[src/rtl/label_pkg.sv]
// Shared class codes, rule layout and power-on threshold rules for the label pipeline.
package label_pkg;

   localparam int unsigned CLS_W       = 3;
   localparam int unsigned NUM_CLASSES = 5;
   localparam int unsigned DEF_PIX_W   = 8;

   localparam logic [CLS_W-1:0] CLS_ROAD       = 3'd0;
   localparam logic [CLS_W-1:0] CLS_WALK_ROAD  = 3'd1;
   localparam logic [CLS_W-1:0] CLS_BACKGROUND = 3'd2;
   localparam logic [CLS_W-1:0] CLS_CAR        = 3'd3;
   localparam logic [CLS_W-1:0] CLS_HUMAN      = 3'd4;

   // Field order matches the cfg_data write word for 8-bit pixels.
   typedef struct packed {
      logic                 en;
      logic [CLS_W-1:0]     label;
      logic [DEF_PIX_W-1:0] v_lo;
      logic [DEF_PIX_W-1:0] v_hi;
      logic [DEF_PIX_W-1:0] s_lo;
      logic [DEF_PIX_W-1:0] s_hi;
   } rule_t;

   // Bright, weakly saturated pixels are walkway; dark, moderately saturated ones are road.
   localparam rule_t RULE0_DEFAULT = '{en: 1'b1, label: CLS_WALK_ROAD,
                                       v_lo: 8'd179, v_hi: 8'd255, s_lo: 8'd0, s_hi: 8'd51};
   localparam rule_t RULE1_DEFAULT = '{en: 1'b1, label: CLS_ROAD,
                                       v_lo: 8'd0, v_hi: 8'd38, s_lo: 8'd0, s_hi: 8'd77};

endpackage

[src/rtl/label_rule_match.sv]
// Combinational single-rule comparator: inclusive S/V window test gated by the rule enable.
module label_rule_match #(
   parameter int unsigned PIX_W = 8
) (
   input  logic             en,
   input  logic [PIX_W-1:0] s_data,
   input  logic [PIX_W-1:0] v_data,
   input  logic [PIX_W-1:0] v_lo,
   input  logic [PIX_W-1:0] v_hi,
   input  logic [PIX_W-1:0] s_lo,
   input  logic [PIX_W-1:0] s_hi,
   output logic             hit_c
);

   // Pixel lies inside both windows of an enabled rule
   always_comb begin
      hit_c = en && (v_data >= v_lo) && (v_data <= v_hi) &&
                    (s_data >= s_lo) && (s_data <= s_hi);
   end

endmodule

[src/rtl/label_gen_pipe.sv]
// Two-stage pixel labeller: rule-based HSV classification, 3-tap line majority filter,
// per-frame class statistics.
module label_gen_pipe
   import label_pkg::*;
#(
   parameter int unsigned PIX_W     = 8,
   parameter int unsigned NUM_RULES = 4,
   parameter int unsigned LABEL_W   = 3,
   parameter int unsigned CNT_W     = 19,
   parameter int unsigned FILTER_EN = 1
) (
   input  logic                             clk,
   input  logic                             reset,
   input  logic                             in_valid,
   output logic                             in_ready,
   input  logic                             in_sol,
   input  logic                             in_eof,
   input  logic [PIX_W-1:0]                 s_data,
   input  logic [PIX_W-1:0]                 v_data,
   input  logic [1:0]                       r_g_decision,
   input  logic                             cfg_we,
   input  logic [$clog2(NUM_RULES)-1:0]     cfg_addr,
   input  logic [4*PIX_W+LABEL_W:0]         cfg_data,
   output logic                             out_valid,
   input  logic                             out_ready,
   output logic [LABEL_W-1:0]               label_data,
   output logic                             out_sol,
   output logic                             out_eof,
   output logic                             stat_valid,
   output logic [NUM_CLASSES*CNT_W-1:0]     stat_cnt
);

   localparam int unsigned AW = $clog2(NUM_RULES);

   // Rule table
   logic               rule_en    [NUM_RULES];
   logic [LABEL_W-1:0] rule_label [NUM_RULES];
   logic [PIX_W-1:0]   rule_v_lo  [NUM_RULES];
   logic [PIX_W-1:0]   rule_v_hi  [NUM_RULES];
   logic [PIX_W-1:0]   rule_s_lo  [NUM_RULES];
   logic [PIX_W-1:0]   rule_s_hi  [NUM_RULES];
   logic [NUM_RULES-1:0] hit_c;

   // Pipeline state
   logic               adv_c;
   logic [LABEL_W-1:0] raw_c;
   logic               s1_valid;
   logic [LABEL_W-1:0] s1_raw;
   logic               s1_sol;
   logic               s1_eof;
   logic [LABEL_W-1:0] tap1;
   logic [LABEL_W-1:0] tap2;
   logic [LABEL_W-1:0] tap1_c;
   logic [LABEL_W-1:0] tap2_c;
   logic [LABEL_W-1:0] filt_c;

   // Statistics
   logic               hs_c;
   logic [CNT_W-1:0]   cnt     [NUM_CLASSES];
   logic [CNT_W-1:0]   cnt_inc_c [NUM_CLASSES];

   // Rule table: reset defaults and decoded writes; out-of-range addresses match no entry
   always_ff @(posedge clk or posedge reset) begin
      if (reset) begin
         for (int unsigned i = 0; i < NUM_RULES; i++) begin
            if (PIX_W == 8 && i == 0) begin
               rule_en[i]    <= RULE0_DEFAULT.en;
               rule_label[i] <= LABEL_W'(RULE0_DEFAULT.label);
               rule_v_lo[i]  <= PIX_W'(RULE0_DEFAULT.v_lo);
               rule_v_hi[i]  <= PIX_W'(RULE0_DEFAULT.v_hi);
               rule_s_lo[i]  <= PIX_W'(RULE0_DEFAULT.s_lo);
               rule_s_hi[i]  <= PIX_W'(RULE0_DEFAULT.s_hi);
            end else if (PIX_W == 8 && i == 1) begin
               rule_en[i]    <= RULE1_DEFAULT.en;
               rule_label[i] <= LABEL_W'(RULE1_DEFAULT.label);
               rule_v_lo[i]  <= PIX_W'(RULE1_DEFAULT.v_lo);
               rule_v_hi[i]  <= PIX_W'(RULE1_DEFAULT.v_hi);
               rule_s_lo[i]  <= PIX_W'(RULE1_DEFAULT.s_lo);
               rule_s_hi[i]  <= PIX_W'(RULE1_DEFAULT.s_hi);
            end else begin
               rule_en[i]    <= 1'b0;
               rule_label[i] <= '0;
               rule_v_lo[i]  <= '0;
               rule_v_hi[i]  <= '0;
               rule_s_lo[i]  <= '0;
               rule_s_hi[i]  <= '0;
            end
         end
      end else begin
         for (int unsigned i = 0; i < NUM_RULES; i++) begin
            if (cfg_we && cfg_addr == AW'(i)) begin
               rule_en[i]    <= cfg_data[4*PIX_W+LABEL_W];
               rule_label[i] <= cfg_data[4*PIX_W +: LABEL_W];
               rule_v_lo[i]  <= cfg_data[3*PIX_W +: PIX_W];
               rule_v_hi[i]  <= cfg_data[2*PIX_W +: PIX_W];
               rule_s_lo[i]  <= cfg_data[PIX_W +: PIX_W];
               rule_s_hi[i]  <= cfg_data[0 +: PIX_W];
            end
         end
      end
   end

   for (genvar g = 0; g < NUM_RULES; g++) begin : g_rule
      label_rule_match #(.PIX_W(PIX_W)) u_match (
         .en     (rule_en[g]),
         .s_data (s_data),
         .v_data (v_data),
         .v_lo   (rule_v_lo[g]),
         .v_hi   (rule_v_hi[g]),
         .s_lo   (rule_s_lo[g]),
         .s_hi   (rule_s_hi[g]),
         .hit_c  (hit_c[g])
      );
   end

   // Raw class: red/green detector wins, then lowest-index matching rule, else background
   always_comb begin
      raw_c = LABEL_W'(CLS_BACKGROUND);
      for (int i = int'(NUM_RULES) - 1; i >= 0; i--) begin
         if (hit_c[i]) raw_c = rule_label[i];
      end
      if (r_g_decision == 2'd0)      raw_c = LABEL_W'(CLS_CAR);
      else if (r_g_decision == 2'd1) raw_c = LABEL_W'(CLS_HUMAN);
   end

   // Whole pipe moves together whenever the output slot is free or being taken
   always_comb begin
      adv_c    = !out_valid || out_ready;
      in_ready = adv_c;
      hs_c     = out_valid && out_ready;
   end

   // Majority of {raw[n], raw[n-1], raw[n-2]}; history restarts at line start
   always_comb begin
      tap1_c = s1_sol ? s1_raw : tap1;
      tap2_c = s1_sol ? s1_raw : tap2;
      if (FILTER_EN != 0 && tap1_c == tap2_c) filt_c = tap1_c;
      else                                    filt_c = s1_raw;
   end

   // Stage 1 raw class, stage 2 filtered label, history taps shift per consumed beat
   always_ff @(posedge clk or posedge reset) begin
      if (reset) begin
         s1_valid   <= 1'b0;
         s1_raw     <= '0;
         s1_sol     <= 1'b0;
         s1_eof     <= 1'b0;
         out_valid  <= 1'b0;
         label_data <= '0;
         out_sol    <= 1'b0;
         out_eof    <= 1'b0;
         tap1       <= '0;
         tap2       <= '0;
      end else if (adv_c) begin
         s1_valid   <= in_valid;
         s1_raw     <= raw_c;
         s1_sol     <= in_sol;
         s1_eof     <= in_eof;
         out_valid  <= s1_valid;
         label_data <= filt_c;
         out_sol    <= s1_sol;
         out_eof    <= s1_eof;
         if (s1_valid) begin
            tap1 <= s1_raw;
            tap2 <= tap1_c;
         end
      end
   end

   // Saturating next count for each class given the current output beat
   always_comb begin
      for (int unsigned c = 0; c < NUM_CLASSES; c++) begin
         cnt_inc_c[c] = cnt[c];
         if (label_data == LABEL_W'(c) && cnt[c] != '1) cnt_inc_c[c] = cnt[c] + CNT_W'(1);
      end
   end

   // Per-frame counting; frame end publishes totals and restarts the counters
   always_ff @(posedge clk or posedge reset) begin
      if (reset) begin
         for (int unsigned c = 0; c < NUM_CLASSES; c++) cnt[c] <= '0;
         stat_cnt   <= '0;
         stat_valid <= 1'b0;
      end else begin
         stat_valid <= 1'b0;
         if (hs_c) begin
            if (out_eof) begin
               for (int unsigned c = 0; c < NUM_CLASSES; c++) begin
                  stat_cnt[c*CNT_W +: CNT_W] <= cnt_inc_c[c];
                  cnt[c]                     <= '0;
               end
               stat_valid <= 1'b1;
            end else begin
               for (int unsigned c = 0; c < NUM_CLASSES; c++) cnt[c] <= cnt_inc_c[c];
            end
         end
      end
   end

endmodule

[config.mk]
export PLATFORM = sky130hd
export DESIGN_NAME = label_gen_pipe
export DESIGN_NICKNAME = d
export VERILOG_FILES = /design/src/rtl/label_pkg.sv /design/src/rtl/label_rule_match.sv /design/src/rtl/label_gen_pipe.sv
export SDC_FILE = /design/constraint.sdc
export NUM_CORES = 1
export LEC_CHECK = 0
export CORE_UTILIZATION = 45
export DETAILED_ROUTE_END_ITERATION = 10
export SYNTH_ARGS = -nofsm -noshare
export SYNTH_HDL_FRONTEND = slang
export SYNTH_SLANG_ARGS = --single-unit
[constraint.sdc]
create_clock -name clk -period 23 [get_ports clk]
set_input_delay 2.3 -clock clk [delete_from_list [all_inputs] [get_ports clk]]
set_output_delay 2.3 -clock clk [all_outputs]
set_load 0.05 [all_outputs]
# Yosys cells after proc, flatten, opt, wreduce, memory -nomap -nowiden
# Cells that the tools add are included.
# W data, S select, Z words.
# totals
register_bits	353
out_inout_bits	103
word_cells	126
in_bits	63
# op_classes
n_eq_ne	14
n_reduce_logical	33
n_mux	17
n_lt_le_gt_ge	16
n_addsub	5
# op_table
operator	count
$add A19 B1 Y19 const B	5
$mux W19	5
$mux W95	1
$ne A19 B19 Y1 const B	5
$ge A8 B8 Y1	8
$le A8 B8 Y1	8
$mux W3	9
$logic_and A1 B1 Y1	26
$eq A3 B2 Y1 const B	2
$eq A2 B1 Y1 const B	2
$eq A2 B2 Y1 const B	2
$logic_not A2 Y1	2
$reduce_and A2 Y1	2
$eq A3 B1 Y1 const B	1
$eq A3 B3 Y1	1
$eq A3 B3 Y1 const B	1
$logic_not A3 Y1	1
$mux W1	2
$logic_not A1 Y1	1
$logic_or A1 B1 Y1	1

# Depth between registers and ports, before layout
# depth
word_depth	11
ltp_mapped	10
ltp_nobuf	9

# Modules after synthesis
# A second synthesis with hierarchy kept.
# unflattened
cells_unflattened	1968
area_unflattened_um2	19771.5
# modules_own_cells
module	seq_area_each_um2	cells_each	instances	area_each_um2
label_gen_pipe	8867.3	1556	1	16688.5
label_rule_match	0.0	103	4	770.7

# Worst setup path before layout
# No wires, ideal clock.
# synth_path
path_type	input -> output
start	in out_ready
end	out in_ready
slack_ns	17.505
path_buffers	2
arrival_ns	3.195
required_ns	20.700
stages	4
path_cell_list	nor2b_1 -> clkbuf_1 -> inv_1 -> clkbuf_1
# synth_via
elab_chain_len	1
# synth_rtl
element	line	rtl
from (decl)	label_gen_pipe.sv:25	input logic out_ready,
$logic_or A1 B1 Y1	label_gen_pipe.sv:128	adv_c = !out_valid || out_ready;
to (decl)	label_gen_pipe.sv:15	output logic in_ready,
# Every way passes these cells.

# Worst setup path in the final report
# Ends and elaborated chain as after synthesis.

==> metrics <==
number of clock sinks ~350; Sw Pwr 692 uW; antenna cell count 0; status completed; post-route minimum period roughly 6.8 ns; commonest non-fill, non-tap cell in the layout dfrtp_1; worst hold start stat_cnt[75]; Min-Delay Path Class register to register; WP buf/inv 4; routed len/inst roughly 16 um; Worst path depth 5; clock buffer count from CTS 41; Syn Nets around 2200; GRT met1 Usage a little over a quarter; Die ar. around 43000 sq um; leakage power 0.00997 uW; fin nets between 2000 and 2500; Power Total 2050 uW; Final HPWL DP 29.2 mm; Synth Instances 1959; Synth Register Bits about 350; fraction of layout cells with a size suffix above 1 about an eighth; clk buf depth 3; Net Sw Frac approximately 34%; Iter 0 DRT Violations 561; most frequent cells in the layout 325 x dfrtp_1, 269 x nand2_1, 230 x o21ai_0, 165 x clkdlybuf4s50_1, 133 x ha_1; Setup crit end kind output port; WS Path Type primary input to output port; worst slew pin tran ~1.0 ns; Power Internal roughly 1400 uW; met3 usage 3.32%; synth top area cells dfrtp_1 43%, ha_1 8.7%, mux2_2 7.0%, o21ai_0 6.0%, nand2_1 5.3%; Synth Area in XOR/XNOR 4.03%; Comb pwr share a little over a quarter; clk_lat worst skew about 0.56 ns; vias in the first global route between 10000 and 15000; worst reg2reg endpoint s1_raw[0]; core footprint 41900 sq um; crit start category primary input; Flop pwr share 40.1%; Crit-path slowest cell clkdlybuf4s50_1; critical-path cell list clkdlybuf4s50_1 > nor2b_1 > buf_4 > inv_1 > clkdlybuf4s50_1; I/O Buffers 165; largest net degree at the start of global routing roughly 120; Mean Syn Cell Area approximately 10 sq um; first-pass GRT wire length roughly 72 mm; met2 GRT Util between 30% and 40%; Synth Cell Area around 19000 sq um; Pre-antenna DRT Iters 5; post-synth top area share a little over two fifths; final hold violations 0; GRT Resource Usage Total between 20% and 30%; Synth Area in Simple Gates 14.0%; Clock Skew about 0.015 ns; data arrival time of the critical path ~4.5 ns; aggregate negative setup slack 0 ns; delay-heaviest family, CP buffers and inverters; R2R setup slack about 20 ns; post-synthesis mux area share between 9 and 10%; Synth Area in Adders 8.70%; die height approximately 210 um; grt ovf 0; Post-CTS Hold Buffers 0; Compound-Gate Fraction of Synth Area between 10% and 20%; Synth Warn # 0; Slew Limit Headroom 30.7%; most common flop cell mapped by yosys dfrtp_1; Routed Antenna Nets 0; Crit path largest cell delay roughly 0.96 ns; post-CTS setup buffer count 0; Setup-failing EPs final 0; Hold Crit Depth 2; clock power share approximately 33%; Top-Level Pins approximately 170; final WL 43.5 mm; Layout area overhead 17.9%; CTS tree yes; Tcrit/Tclk final slightly below 30%; Max Slew Vio Count 0; Max rail drop VDD about 0.000044 V; RSZ-0062 raised after global routing false; library cells used by synthesis approximately 70; Worst Path Required 20.70 ns; CP max FO 16; hold endpoint stat_cnt[75]; asr flop ratio synth between 90% and 100%; most frequent cell on the critical path clkdlybuf4s50_1; RR Startpoint rule_v_hi[17]; Residual DRC 0; Initial Util a little under half; leading area contributor after synthesis dfrtp_1; H-tree depth 2; gpl congestion 0.811; Avg Vias per Cell 5.33; Fmax approximately 0.15 GHz; FF-to-FF path depth 9; Vias 14100; Reg clk slew, reported paths 0.06 ns; initial antenna violation count 3; # Max-Cap Violations 0; sequential area share after synthesis about 46%; FP Rows between 70 and 80; power density over cell area approximately 91 nW/um^2; CTS resizes 0; largest family of logic cells by synthesized area simple AND/OR/NAND/NOR gates; GRT Max-Usage Layer met2; DIE WIDTH ~210 um; Post-synth EDFFs 0; Root Driver clkbuf_16
[metrics by stage]
step	instance area [sq um]	instances	hold WS [ns]	setup slack, ns	utilization (%)
2_1_floorplan	19100	1959	0.439	10.95	-
3_3_place_gp	21200	2574	0.454	16.29	50.5
3_5_place_dp	21200	2574	0.459	16.28	50.5
4_1_cts	22600	2650	0.472	16.27	53.8
5_1_grt	22600	2650	0.491	16.14	53.8
6_report	22600	2650	0.470	16.23	53.8
[worst max path at each step]
stage          slack, ns      start        to
2_1_floorplan      10.95      reset    cnt[0]
3_3_place_gp       16.29  out_ready  in_ready
3_5_place_dp       16.28  out_ready  in_ready
4_1_cts            16.27  out_ready  in_ready
5_1_grt            16.14  out_ready  in_ready
6_report           16.23  out_ready  in_ready
[state kept, by name (all words and copies together), names as in the netlist, 4 cells and up]
signal	cells
rule_s_lo	32
rule_v_lo	32
rule_v_hi	32
rule_s_hi	32
rule_label	12
rule_en	4
cnt	95
stat_cnt	95
[metal layers]
metal / wire length, um / part of all wire (%)
met4: 1110 / 2.6
met1: 20100 / 46
met2: 20500 / 47
met3: 1740 / 4.0
met5: 44 / 0.10
[power groups by stage]
stage / combinational [uW] / clock [uW] / sequential [uW]
after floorplan: 319 / 0 / 899
after global placement: 551 / 0 / 826
after detailed placement: 565 / 0 / 832
after CTS: 567 / 689 / 820
after global routing: 625 / 711 / 837
final: 560 / 665 / 820
[synthesized netlist by cell type, types with 11 or more instances]
library cell	instances
nand3_1	45
nor2_1	96
o21ai_0	230
xor2_1	44
xnor2_1	44
nand2_1	271
mux2i_1	53
inv_1	132
o21ai_1	11
a21oi_1	74
mux2_2	119
a31oi_1	14
nand4_1	30
and3_1	24
buf_2	11
nor2b_1	16
nor3_1	30
ha_1	133
a21o_1	11
dfstp_2	27
dfrtp_1	326
clkbuf_1	79
[logic make-up (layout without fill, tap and decap cells)]
logic type / Yosys count / count (layout)
and+or+nand+nor: 570 / 570
AOI/OAI and AO/OA: 409 / 409
DFF: 353 / 353
buffers and inverters: 234 / 386
muxes: 172 / 172
adders and majority gates: 133 / 133
xor gates and xnor gates: 88 / 88
[worst reg2reg max path: cells and delay by family, from the launching register on]
kind                       cells  cell delay (ns)
and+or+nand+nor                3             1.12
AOI/OAI and AO/OA              4             0.61
DFF                            1             0.53
adders and majority gates      1             0.28
buffers and inverters          1             0.05
[area by class of cell]
cell class	count	area, sq um
clock buffer	62	1270
clock inverter	14	124
fill	3793	19400
inverter	133	507
multi-input combinational	1372	9370
sequential	353	8870
tap	539	674
timing repair buffer	177	1740
Note: power is estimated with default switching activity, not from simulation.
